==> config.mk <==
export PLATFORM = sky130hd
export DESIGN_NAME = psum_acc_ctrl
export DESIGN_NICKNAME = d
export VERILOG_FILES = /design/src/rtl/psum_acc_ctrl.sv
export SDC_FILE = /design/constraint.sdc
export NUM_CORES = 1
export LEC_CHECK = 0
export CAP_MARGIN = 5
export CORE_MARGIN = 2
export CORE_UTILIZATION = 45
export DETAILED_ROUTE_END_ITERATION = 10
export PLACE_DENSITY = 0.8
export SYNTH_ARGS = -nofsm -noshare
export SYNTH_HDL_FRONTEND = slang
export SYNTH_SLANG_ARGS = --single-unit
==> constraint.sdc <==
create_clock -name i_clk -period 4.15 [get_ports i_clk]
set_clock_uncertainty 0.2 [all_clocks]
set_input_delay 0.83 -clock i_clk [delete_from_list [all_inputs] [get_ports i_clk]]
set_output_delay 0.83 -clock i_clk [all_outputs]
set_load 0.02 [all_outputs]
==> src/rtl/psum_acc_ctrl.sv <==
`default_nettype none
// psum_acc_ctrl: two-stage read-modify-write partial-sum accumulator with memory clear and 2-entry result FIFO.
// Rev 1.0 -- define PSUM_SAT_EN for saturating accumulation (default build wraps modulo 2^ACC_WIDTH).
module psum_acc_ctrl #(
  parameter int DATA_WIDTH = 8,
  parameter int ACC_WIDTH  = 24,
  parameter int ADDR_WIDTH = 8,
  parameter int CLR_DEPTH  = 16
) (
  input  logic                  i_clk,
  input  logic                  i_rst,
  input  logic                  i_valid,
  output logic                  o_ready,
  input  logic [DATA_WIDTH-1:0] i_psum,
  input  logic [ADDR_WIDTH-1:0] i_addr,
  input  logic                  i_first,
  input  logic                  i_last,
  input  logic                  i_clr_start,
  output logic                  o_busy,
  output logic                  o_pm_rd_en,
  output logic [ADDR_WIDTH-1:0] o_pm_rd_addr,
  input  logic [ACC_WIDTH-1:0]  i_pm_rd_data,
  output logic                  o_pm_wr_en,
  output logic [ADDR_WIDTH-1:0] o_pm_wr_addr,
  output logic [ACC_WIDTH-1:0]  o_pm_wr_data,
  output logic                  o_out_valid,
  input  logic                  i_out_ready,
  output logic [ACC_WIDTH-1:0]  o_out_data,
  output logic [ADDR_WIDTH-1:0] o_out_addr
);

  localparam logic [ADDR_WIDTH-1:0] CLR_LAST = ADDR_WIDTH'(CLR_DEPTH - 1);

  typedef enum logic [0:0] {
    IDLE  = 1'b0,
    CLEAR = 1'b1
  } state_t;

  state_t                  state, state_nxt;
  logic [ADDR_WIDTH-1:0]   clr_cnt;

  logic                    s1_valid;
  logic [DATA_WIDTH-1:0]   s1_psum;
  logic [ADDR_WIDTH-1:0]   s1_addr;
  logic                    s1_first;
  logic                    s1_last;

  logic [ACC_WIDTH-1:0]    fifo_data [2];
  logic [ADDR_WIDTH-1:0]   fifo_addr [2];
  logic                    fifo_wr_ptr;
  logic                    fifo_rd_ptr;
  logic [1:0]              fifo_cnt;
  logic [1:0]              fifo_occ;

  logic                    accept;
  logic                    push;
  logic                    pop;
  logic [ACC_WIDTH-1:0]    base;
  logic [ACC_WIDTH-1:0]    sum;

  always_comb begin
    state_nxt = state;
    unique case (state)
      IDLE:    if (i_clr_start && !s1_valid) state_nxt = CLEAR;
      CLEAR:   if (clr_cnt == CLR_LAST) state_nxt = IDLE;
      default: state_nxt = IDLE;
    endcase
  end

  always_ff @(posedge i_clk or posedge i_rst) begin
    if (i_rst) begin
      state   <= IDLE;
      clr_cnt <= '0;
    end else begin
      state <= state_nxt;
      if (state == CLEAR)
        clr_cnt <= (clr_cnt == CLR_LAST) ? '0 : clr_cnt + 1'b1;
    end
  end

  // A stage-1 op with last set reserves a FIFO slot before it is pushed.
  assign fifo_occ = fifo_cnt + {1'b0, s1_valid && s1_last};
  assign o_ready  = (state == IDLE) && !i_clr_start && (fifo_occ < 2'd2);
  assign o_busy   = (state == CLEAR);
  assign accept   = i_valid && o_ready;

  assign o_pm_rd_en   = accept;
  assign o_pm_rd_addr = i_addr;

  always_ff @(posedge i_clk or posedge i_rst) begin
    if (i_rst) begin
      s1_valid <= 1'b0;
      s1_psum  <= '0;
      s1_addr  <= '0;
      s1_first <= 1'b0;
      s1_last  <= 1'b0;
    end else begin
      s1_valid <= accept;
      if (accept) begin
        s1_psum  <= i_psum;
        s1_addr  <= i_addr;
        s1_first <= i_first;
        s1_last  <= i_last;
      end
    end
  end

  assign base = s1_first ? '0 : i_pm_rd_data;

`ifdef PSUM_SAT_EN
  logic [ACC_WIDTH:0] sum_full;
  always_comb begin
    sum_full = {base[ACC_WIDTH-1], base}
             + {{(ACC_WIDTH+1-DATA_WIDTH){s1_psum[DATA_WIDTH-1]}}, s1_psum};
    // Disagreeing top two bits of the extended sum mean signed overflow.
    if (sum_full[ACC_WIDTH] != sum_full[ACC_WIDTH-1])
      sum = sum_full[ACC_WIDTH] ? {1'b1, {(ACC_WIDTH-1){1'b0}}}
                                : {1'b0, {(ACC_WIDTH-1){1'b1}}};
    else
      sum = sum_full[ACC_WIDTH-1:0];
  end
`else
  assign sum = base + {{(ACC_WIDTH-DATA_WIDTH){s1_psum[DATA_WIDTH-1]}}, s1_psum};
`endif

  assign o_pm_wr_en   = (state == CLEAR) || s1_valid;
  assign o_pm_wr_addr = (state == CLEAR) ? clr_cnt : s1_addr;
  assign o_pm_wr_data = (state == CLEAR) ? '0 : sum;

  assign push        = s1_valid && s1_last;
  assign pop         = o_out_valid && i_out_ready;
  assign o_out_valid = (fifo_cnt != 2'd0);
  assign o_out_data  = fifo_data[fifo_rd_ptr];
  assign o_out_addr  = fifo_addr[fifo_rd_ptr];

  always_ff @(posedge i_clk or posedge i_rst) begin
    if (i_rst) begin
      fifo_wr_ptr <= 1'b0;
      fifo_rd_ptr <= 1'b0;
      fifo_cnt    <= 2'd0;
    end else begin
      if (push) fifo_wr_ptr <= ~fifo_wr_ptr;
      if (pop)  fifo_rd_ptr <= ~fifo_rd_ptr;
      case ({push, pop})
        2'b10:   fifo_cnt <= fifo_cnt + 2'd1;
        2'b01:   fifo_cnt <= fifo_cnt - 2'd1;
        default: fifo_cnt <= fifo_cnt;
      endcase
    end
  end

  always_ff @(posedge i_clk) begin
    if (push) begin
      fifo_data[fifo_wr_ptr] <= sum;
      fifo_addr[fifo_wr_ptr] <= s1_addr;
    end
  end

endmodule
`default_nettype wire

* After elaboration in Yosys (flattened, before gate mapping)
Memory sizes are Yosys's and may differ from the RTL's.
Cells that the tools add are included.
W data, S select, Z words.
** Operators by class
- Order comparisons :: 1
- $add $sub $neg :: 5
- Reductions and logical operators :: 11
- Equality and inequality tests :: 3
- Bitwise gates (word level) :: 3
- Muxes and demuxes :: 10
** Operator list (number)
- $mux W24 :: 2
- $add A24 B24 Y24 :: 1
- $mux W8 :: 2
- $add A8 B1 Y8 const B :: 1
- $eq A8 B4 Y1 const B :: 1
- $logic_and A1 B1 Y1 :: 6
- $mux W1 :: 4
- $pmux W2 S2 :: 1
- $reduce_bool A2 Y1 :: 2
- $not A1 Y1 :: 3
- $add A2 B1 Y2 :: 1
- $add A2 B1 Y2 const B :: 1
- $eq A2 B1 Y1 const B :: 1
- $eq A2 B2 Y1 const B :: 1
- $logic_not A1 Y1 :: 2
- $lt A2 B2 Y1 const B :: 1
- $pmux W1 S2 :: 1
- $sub A2 B1 Y2 const B :: 1
- $logic_or A1 B1 Y1 :: 1
** Word-level totals
- Flip-flop bits (word level) :: 32
- Output and inout port bits :: 77
- Memories kept :: 2
- RAM bits :: 64
- Logic and storage cells :: 45
- Bits of input ports :: 47
** Memory list
- fifo_data :: depth 2, bits a word 24, rd ports 1, clocked after Yosys merged registers in 0, write ports 1, RTL line 48 : logic [ACC_WIDTH-1:0] fifo_data [2];
- fifo_addr :: depth 2, bits a word 8, rd ports 1, clocked after Yosys merged registers in 0, write ports 1, RTL line 49 : logic [ADDR_WIDTH-1:0] fifo_addr [2];

* Depth between registers and ports, before layout
Gate-level depths: netlist of run 1.
- Depth after elaboration :: 5
- Mapped depth :: 11

* Worst setup path before layout of run 1
No wires, ideal clock.
- Path type :: input port to output port
- Start :: input i_pm_rd_data[0]
- End :: output o_pm_wr_data[16]
- Path buffers :: 0
- Path slack :: 176 ps
- Data arrival time :: 2944 ps
- Stages :: 10
- Cell sequence :: nor2b_1 -> ha_1 -> inv_1 -> fa_1 -> nor2b_1 -> o2111ai_1 -> a21boi_2 -> o21a_1 -> nor4b_1 -> nor4_1
** On the way
- Longest elaborated chain between the ends :: 3
** Ends and longest elaborated chain
- start, declared :: RTL line 22 : input logic [ACC_WIDTH-1:0] i_pm_rd_data,
- $mux W24 :: RTL line 108 : assign base = s1_first ? '0 : i_pm_rd_data;
- $add A24 B24 Y24 :: RTL line 123 : assign sum = base + {{(ACC_WIDTH-DATA_WIDTH){s1_psum[DATA_WIDTH-1]}}, s1_psum};
- $mux W24 :: RTL line 128 : assign o_pm_wr_data = (state == CLEAR) ? '0 : sum;
- end, declared :: RTL line 25 : output logic [ACC_WIDTH-1:0] o_pm_wr_data,
No other way between the ends.

* Worst setup path after layout of run 1
- Start :: input i_pm_rd_data[15]
- End :: output o_pm_wr_data[23]
Same word-level chain as after synthesis.

==> results of run 1 <==
==> power breakdown <==
group          internal, uW  total, uW  leakage, uW  switching, uW
logic                  2450       4840      0.00240           2380
clock network           425        813     0.000143            388
registers              1410       1640     0.000970            238
total                  4290       7290      0.00351           3010
==> worst register-to-register path: stages (launching register included) <==
cell and delay [ns]:
dfrtp_2 0.48, buf_6 0.23, nor2b_4 0.07, ha_4 0.27
and3_4 0.20, and2_4 0.16, buf_6 0.10, o2111ai_4 0.13
a311oi_2 0.32, buf_4 0.20, a21oi_2 0.08, buf_4 0.14
buf_4 0.12, xor2_1 0.17
==> registers in the layout (all words and copies together), names as in the netlist <==
| name | cells |
|---|---|
| clr_cnt | 8 |
| fifo_addr | 16 |
| fifo_cnt | 2 |
| fifo_data | 48 |
| fifo_rd_ptr | 1 |
| fifo_wr_ptr | 1 |
| o_busy | 1 |
| s1_addr | 8 |
| s1_first | 1 |
| s1_last | 1 |
| s1_psum | 8 |
| s1_valid | 1 |
==> cell type report <==
cell class | instances | area, um^2 | area share [%]
Sequential cell | 96 | 2730 | 32.4
Tap cell | 147 | 184 | 2.19
Timing Repair Buffer | 242 | 2100 | 24.9
Clock inverter | 7 | 75.1 | 0.892
Multi-Input combinational cell | 340 | 3070 | 36.5
Inverter | 10 | 37.5 | 0.446
Clock buffer | 9 | 225 | 2.68
==> how the worst max path moves through the flow <==
stage                             to  cells after the start  slack (ns)
finish              o_pm_wr_data[23]                     12       -0.05
global placement    o_pm_wr_data[20]                     13       -0.78
global route        o_pm_wr_data[23]                     11       -0.16
detailed placement  o_pm_wr_data[20]                     13       -0.85
CTS                 o_pm_wr_data[21]                     11       0.001
floorplan           o_pm_wr_data[16]                     10        0.18
==> metrics by stage <==
step	TNS, ns	utilization [%]
after global routing	-0.388	70.0
after CTS	0	67.4
final	-0.0632	70.0
after detailed placement	-12.65	62.5
after global placement	-11.78	62.5
after floorplan	0	-
==> layer usage <==
| metal | up-vias | part of all wire (%) |
|---|---|---|
| met5 | - | 0 |
| met2 | 177 | 51 |
| met3 | 43 | 4.6 |
| met4 | 0 | 3.2 |
| met1 | 2280 | 42 |
| li1 | 2164 | - |
==> kinds of logic after synthesis <==
group                    Yosys count
multiplexers                      70
XOR/XNOR                          29
flip-flops                        96
adder cells (fa/ha/maj)           26
buffers and inverters             40
AND/OR/NAND/NOR                  145
AO/OA/AOI/OAI                     70
==> cell usage in the layout, fill, tap and decap left out, types with 10 or more instances in the layout <==
master / netlist / layout
and2_1: 13 / 12
nor2_1: 26 / 23
clkdlybuf4s50_1: 0 / 94
buf_6: 0 / 10
dfrtp_1: 32 / 30
a21oi_2: 0 / 12
nand2_1: 28 / 25
xor2_1: 12 / 10
nor2b_1: 35 / 23
a21o_1: 10 / 10
mux2_2: 66 / 64
buf_4: 10 / 116
ha_1: 25 / 15
xnor2_1: 17 / 17
ha_4: 0 / 10
edfxtp_1: 64 / 64
==> what timing repair did <==
| item | CTS | global route |
|---|---|---|
| gates resized for setup | 146 | 52 |
| pin swaps | 25 | 37 |
| setup buffers | 10 | 16 |
| setup endpoints to repair | 21 | 19 |
==> results.md, run 1 <==
- The first detailed-routing pass took 5 iterations.
- OpenSTA, run right after detailed placement, puts the worst setup slack at -0.851 ns.
- The endpoint arrival time on the critical path is 3.17 ns.
- The synthesized netlist devotes 4.59% of its cell area to XOR and XNOR gates.
- In this run the most critical hold path is launched from s1_addr[6].
- The critical path goes through clkdlybuf4s50_1, nor2b_1, ha_1, buf_6, buf_4, nand4_1, nor2_1, a21oi_2, o211ai_1, a21oi_2, mux2i_1, buf_4.
- In this run the cell area measured after placement is 7510 um^2.
- Across the run, the number of max-cap violations was 0.
- After the flow finishes, the layout carries non-filler instances totaling 851.
- The synthesized design contains 96 register bits.
- The routed design has 16,100 um of wire.
- The power per unit of standard cell area is 867 nW/um^2.
- The number of sinks on the clock net is 96.
- At the pin with the least slew margin, the transition time is 0.551 ns.
- The number of global-route vias before repair is 4,617.
- The initial antenna violation count is 0.
- The cell at the root of the clock tree is clkbuf_16.
- The tightest hold margin is 0.305 ns.
- Once detail routing completed, the nets flagged for antenna violations numbered 0.
- The flow ran to the end, but the final reports show violations.
- The final count of hold timing violations is 0.
- The buffers plus inverters on the worst setup path is 4.
- At the end of routability-driven placement, the weighted congestion stood at 0.920.
- Input and output buffers added on the ports amount to 123.
- Entering global routing, the biggest net connects 33 pins.
- The peak supply drop is 0.515 mV.
- In this run the count of I/O pins placed on the die edge is 124.
- In the routed layout, each cell is associated on average with a via count of 5.48.
- The hold buffer count at cts is 0.
- The predominant post-synthesis flop cell is edfxtp_1.
- The maximum level of the CTS H-tree is 3.
- For the worst-skew pair, the clock arrives at the later sink with an insertion delay of 0.34 ns.
- The worst-case headroom to the max-slew limit is 63.2%.
- The clock transition at the registers of the reported paths is 0.08 ns.
- For this run, global-route usage on met1 was measured as 29.5%.
- The busiest layer in global routing is met2.
- The longest clock path from root to sink contains 2 buffers.
- The number of antenna diodes in the final layout is 0.
- The per-cell routed wire length is 18.9 um.
- Summed over all nets, the half-perimeter wirelength after detailed placement is 10,900 um.
- For this run, the top clock speed supported by timing is 0.238 GHz.
- The smallest setup slack after layout is -0.0472 ns.
- The region available for standard cell placement spans 12,000 um^2.
- STA classifies the critical path endpoint as an output port.
- The worst reg-to-reg setup slack is 0.99 ns.
- The portion of the clock cycle consumed by the worst path in the final layout is 101%.
- The critical path starts at i_pm_rd_data[15].
- The number of pins with negative max-slew slack in the final report is 0.
- The worst hold path endpoint is fifo_addr[0][6].
- Synthesis instantiated 52 different standard cells from the library.
- The total power after layout is 7290 uW.
- The worst min-delay path class is flip-flop to flip-flop.
- Counting every instance in the synthesized netlist gives 476.
- The overall via count from detail_route is 4,664.
- After synthesis, the share of cell area in mux cells is 14.3%.
- The vertical die dimension is 115 um.
- After synthesis, the most frequently instantiated cells are mux2_2, edfxtp_1, nor2b_1.
- The maximum fanout along the worst path is 6.
- The checks that failed: negative setup slack.
- In this run the cell area of the synthesized design comes to 5530 um^2.
- The fill cell instance count of the final layout is 816.
- The first global-routing pass estimated 23,700 um of wire.
- The number of DRC violations after detailed routing is 0.
- The total congestion overflow after global routing is 0.
- In this run the critical register-to-register path is captured at fifo_data[0][23].
- Setup repair after global routing could not meet its margin everywhere.
- The complex-gate fraction of the synthesized area is 8.51%.
- At the worst endpoint, the required time is 3.12 ns.
- The finished cells cover 8410 um^2.
- The floorplan has 40 rows.
- After synthesis, the share of flip-flops with an asynchronous set or reset is 33.3%.
- The synthesized netlist devotes 6.02% of its cell area to adder and majority cells.
- The number of nets in the layout is 772.
- Yosys printed 0 warnings.
- The cell with the biggest individual delay on the critical path is clkdlybuf4s50_1.
- Yosys attributes the largest share of cell area to edfxtp_1, dfrtp_1, mux2_2, ha_1, nor2b_1.
- The CTS buffer count is 9.
- The TritonCTS clock tree is yes.
- The area share of the leading cell type in the synthesized netlist is 34.8%.
- The worst register-to-register path has a depth of 13.
- Yosys instantiated no cell more often than mux2_2.
- The final count of negative-setup-slack endpoints is 2.
- The floorplan die area is 13,200 um^2.
- In this design, the stage delay of the slowest critical-path cell is 0.39 ns.
- The number of placed cells counting well taps is 811.
- Of the cells placed in the final design, the portion with a size suffix greater than 1 is 42.3%.
- A synthesized cell averages 11.6 um^2.
- For this run, global-route usage on met3 was measured as 3.69%.
- The violation count after the first detailed-routing iteration is 300.
- The top cell type by total area after synthesis is edfxtp_1.
- The initial cell density of the core is 46.0%.
- Measured along the x axis, the die boundary spans 115 um.
- The synthesized-area fraction occupied by and/or/nand/nor cells is 13.9%.
- The sequential area share after synthesis is 49.2%.
- The largest family of logic cells by synthesized area is multiplexers.
- In this design, the largest share of critical-path delay is due to buffers and inverters.
- The worst setup path is of the input pin to output port kind.
- In the global route stage, met2 resource usage came out at 40.2%.
- The nature of the critical path startpoint is an input pin.
- Yosys mapped a number of flops with a built-in enable equal to 64.
- From synthesis to final layout, the design area changed by 52.1%.
- The number of nets handed over by synthesis was 549.
- For this design the static power due to leakage is 0.00351 uW.
- The post-layout minimum cycle time is 4.20 ns.
- The worst register-to-register path begins at s1_first.
- Across every metal layer, demand over resource in global routing totals 23.1%.
- Counting instances, the worst hold path has a depth of 0.
(Power assumes the default switching activity.)
==> inputs of run 2 (changes only) <==
- GPL_ROUTABILITY_DRIVEN: unset -> 0
==> results.md, run 2 (synthesized netlist as in run 1, its figures left out) <==
- The min-delay analysis places its worst path in the category flip-flop to flip-flop.
- The largest net degree at the start of global routing is 33.
- The register with the most flip-flops in the layout has 48 of them.
- After detailed routing, the average wire length per cell comes to 21.0 um.
- In the finished design, the share of the clock period the worst path needs comes to 103%.
- The kind of cell with the highest combined delay along the critical path is buffers and inverters.
- The worst hold path was traced through 0 stages.
- The overall via count from detail_route is 5,041.
- 0 antenna diodes ended up in the layout.
- The clock passes through at most 2 buffers.
- The first-pass GRT wire length is 24,500 um.
- The top cell types in the final layout, fill and taps aside, are buf_4, clkdlybuf4s50_1, edfxtp_1.
- The core region is 12,000 um^2.
- The floorplan die area is 13,200 um^2.
- In the final layout, the share of cells above drive strength 1 is 45.4%.
- The vertical die dimension is 115 um.
- More flip-flops sit in one register than any other, and that register is fifo_data.
- The static leakage power is 0.00367 uW.
- The depth of the critical timing path with buffers and inverters included is 11.
- After legalization and detailed placement, the total HPWL measured 10,500 um.
- After detailed routing, the number of remaining DRC violations is 0.
- The number of nets in the layout is 788.
- The floorplan has 40 rows.
- The initial utilization of the core area, before any placement, comes to 46.0%.
- For the pin with the worst max-slew slack, the measured transition is 0.470 ns.
- The peak supply drop is 0.506 mV.
- The final reports fail on negative setup slack.
- Global routing used 23.9% of the available tracks.
- Counting the buffers created by CTS gives 9.
- The root buffer cell chosen for the clock tree is clkbuf_16.
- The post-layout minimum cycle time is 4.28 ns.
- The insertion delay of the later-clocked pin in the worst-skew pair is 0.34 ns.
- The largest registers in the layout are fifo_data (48), fifo_addr (16).
- The kind of critical path is input pin to output port.
- The final count of negative-setup-slack endpoints is 11.
- The critical path endpoint category is an output port.
- After layout, the design draws a total of 7850 uW.
- Once placement completed, the tool counted placed cells totaling 807.
- The number of global-route vias before repair came to 4,813.
- The clock tree synthesis step divided the H-tree into 3 levels.
- In this run the tool buffered the top-level ports with 123 buffer cells.
- In this run the power density over the cells is 897 nW/um^2.
- The layout overhead on the synthesized area is 58.2%.
- The die width is 115 um.
- Data on the critical path is required at its endpoint by 3.12 ns.
- The commonest non-fill, non-tap cell in the layout is buf_4.
- Counting every sink on the clock net gives 96.
- The number of pins with negative max-slew slack in the final report is 0.
- Headroom to the max-slew limit came out at 68.6%.
- The clock transition at the registers of the reported paths is 0.07 ns.
- The tool flagged a number of max-cap violations equal to 0.
- The largest single stage delay on the critical path is 0.41 ns.
- Fill cells in the final layout number 702.
- The most frequent cell on the critical path is buf_4.
- The detailed router finished its first iteration with 445 violations.
- Leaving out filler cells and counting taps, the final layout contains 867.
- Setup repair after global routing could not meet its margin everywhere.
- The iteration count of the initial detailed-routing pass is 5.
- The signal on the critical path passes through clkdlybuf4s50_1, nor2b_4, ha_4, buf_4, nand4_1, buf_4, or2_2, o221ai_2, xor2_1, and2_4, buf_4.
- The routed design has 18,200 um of wire.
- Once detail routing completed, the nets flagged for antenna violations numbered 0.
- The vias per cell is 5.81.
- Setup slack on the critical path of the routed design comes to -0.127 ns.
- Pin placement for this block handled 124 I/O pins.
- Timing would allow up to 0.234 GHz.
- Measured in cells, the most critical reg-to-reg path has a length of 21.
- The slowest stage of the critical path is the clkdlybuf4s50_1 cell.
- The TritonCTS clock tree is yes.
- The maximum fanout along the worst path is 3.
- The buffers plus inverters on the worst setup path is 4.
- The endpoint arrival time on the critical path is 3.25 ns.
- The total overflow left after global routing is 0.
- The initial antenna violation count came to 0.
- The nature of the critical path startpoint is an input pin.
- The final count of hold timing violations is 0.
- The flow ran to the end, but the final reports show violations.
## run 2: changes by cell type in the layout (fill, tap and decap cells not counted), sizes merged
cell,delta
clkdlybuf4s15,+2
dlymetal6s2s,+2
clkinvlp,-1
buf,+16
clkinv,+1
clkbuf,-1
clkdlybuf4s50,-2
dlygate4sd2,-1
## run 2: area by class of cell
class                           instances  area [um^2]  area share (%)
Clock buffer                            9          225            2.57
Inverter                               10         37.5           0.429
Clock inverter                          7         60.1           0.687
Tap cell                              147          184            2.10
Sequential cell                        96         2720            31.1
Multi-Input combinational cell        340         3250            37.2
Timing Repair Buffer                  258         2260            25.9
## run 2: worst reg2reg max path, stage by stage (launching register included)
cell and delay (ns):
dfrtp_2 0.42, buf_6 0.20, buf_6 0.24, nor2b_1 0.08
ha_1 0.37, buf_6 0.14, buf_4 0.12, o21ai_2 0.09
a311oi_4 0.47, nor2_2 0.09, buf_4 0.15, buf_4 0.12
buf_4 0.12, buf_4 0.13, buf_4 0.12, buf_4 0.12
buf_4 0.12, buf_4 0.13, buf_4 0.13, buf_4 0.12
buf_4 0.12, xnor2_1 0.12
## run 2: power by group
part           switching (uW)  leakage, uW  internal, uW
Clock                     387     0.000143           419
Combinational            2750      0.00256          2700
Sequential                194     0.000971          1410
## run 2: timing repair
item | 4_1_cts | 5_1_grt
pin swaps | 31 | 34
buffers inserted | 33 | 12
gates resized for setup | 153 | 85
endpoints found under the setup margin | 22 | 23
hold buffers | 0 | 0
## run 2: stage by stage
| stage | hold WS, ns | TNS, ns | setup WS [ns] | cell area, um^2 | utilization, % |
|---|---|---|---|---|---|
| final | 0.299 | -0.641 | -0.127 | 8750 | 72.8 |
| after global routing | 0.322 | -1.26 | -0.147 | 8750 | 72.8 |
| after CTS | 0.297 | -0.208 | -0.0798 | 8260 | 68.8 |
| after detailed placement | 0.294 | -12.77 | -0.903 | 7480 | 62.3 |
| after global placement | 0.265 | -11.54 | -0.766 | 7480 | 62.3 |
| after floorplan | 0.254 | 0 | 0.176 | 5530 | - |
## run 2: path summary, 6_finish.rpt
| check | startpoint | slack (ns) | endpoint |
|---|---|---|---|
| min reg2reg | s1_addr[5] | 0.30 | fifo_addr[0][5] |
| min in group asynchronous | i_rst | 0.68 | fifo_cnt[0] |
| max reg2reg | s1_first | -0.02 | fifo_data[0][15] |
| min | s1_addr[5] | 0.30 | fifo_addr[0][5] |
| max | i_pm_rd_data[12] | -0.13 | o_pm_wr_data[13] |
| max in group asynchronous | i_rst | 2.75 | s1_first |
## run 2: metal layers
layer / vias to the layer above / share of wire [%] / GRT usage (%) / routed length [um]
met1: 2467 / 38 / 29.0 / 6900
li1: 2192 / - / - / -
met4: 0 / 5.3 / 11.2 / 972
met2: 295 / 51 / 41.7 / 9220
met3: 87 / 6.2 / 4.01 / 1140
met5: - / 0 / 0 / 0
==> inputs of run 3 (changes only) <==
- SLEW_MARGIN: unset -> 10
==> results of run 3 <==
Same layout as run 2: the final DEF is identical, and so are final timing and power.
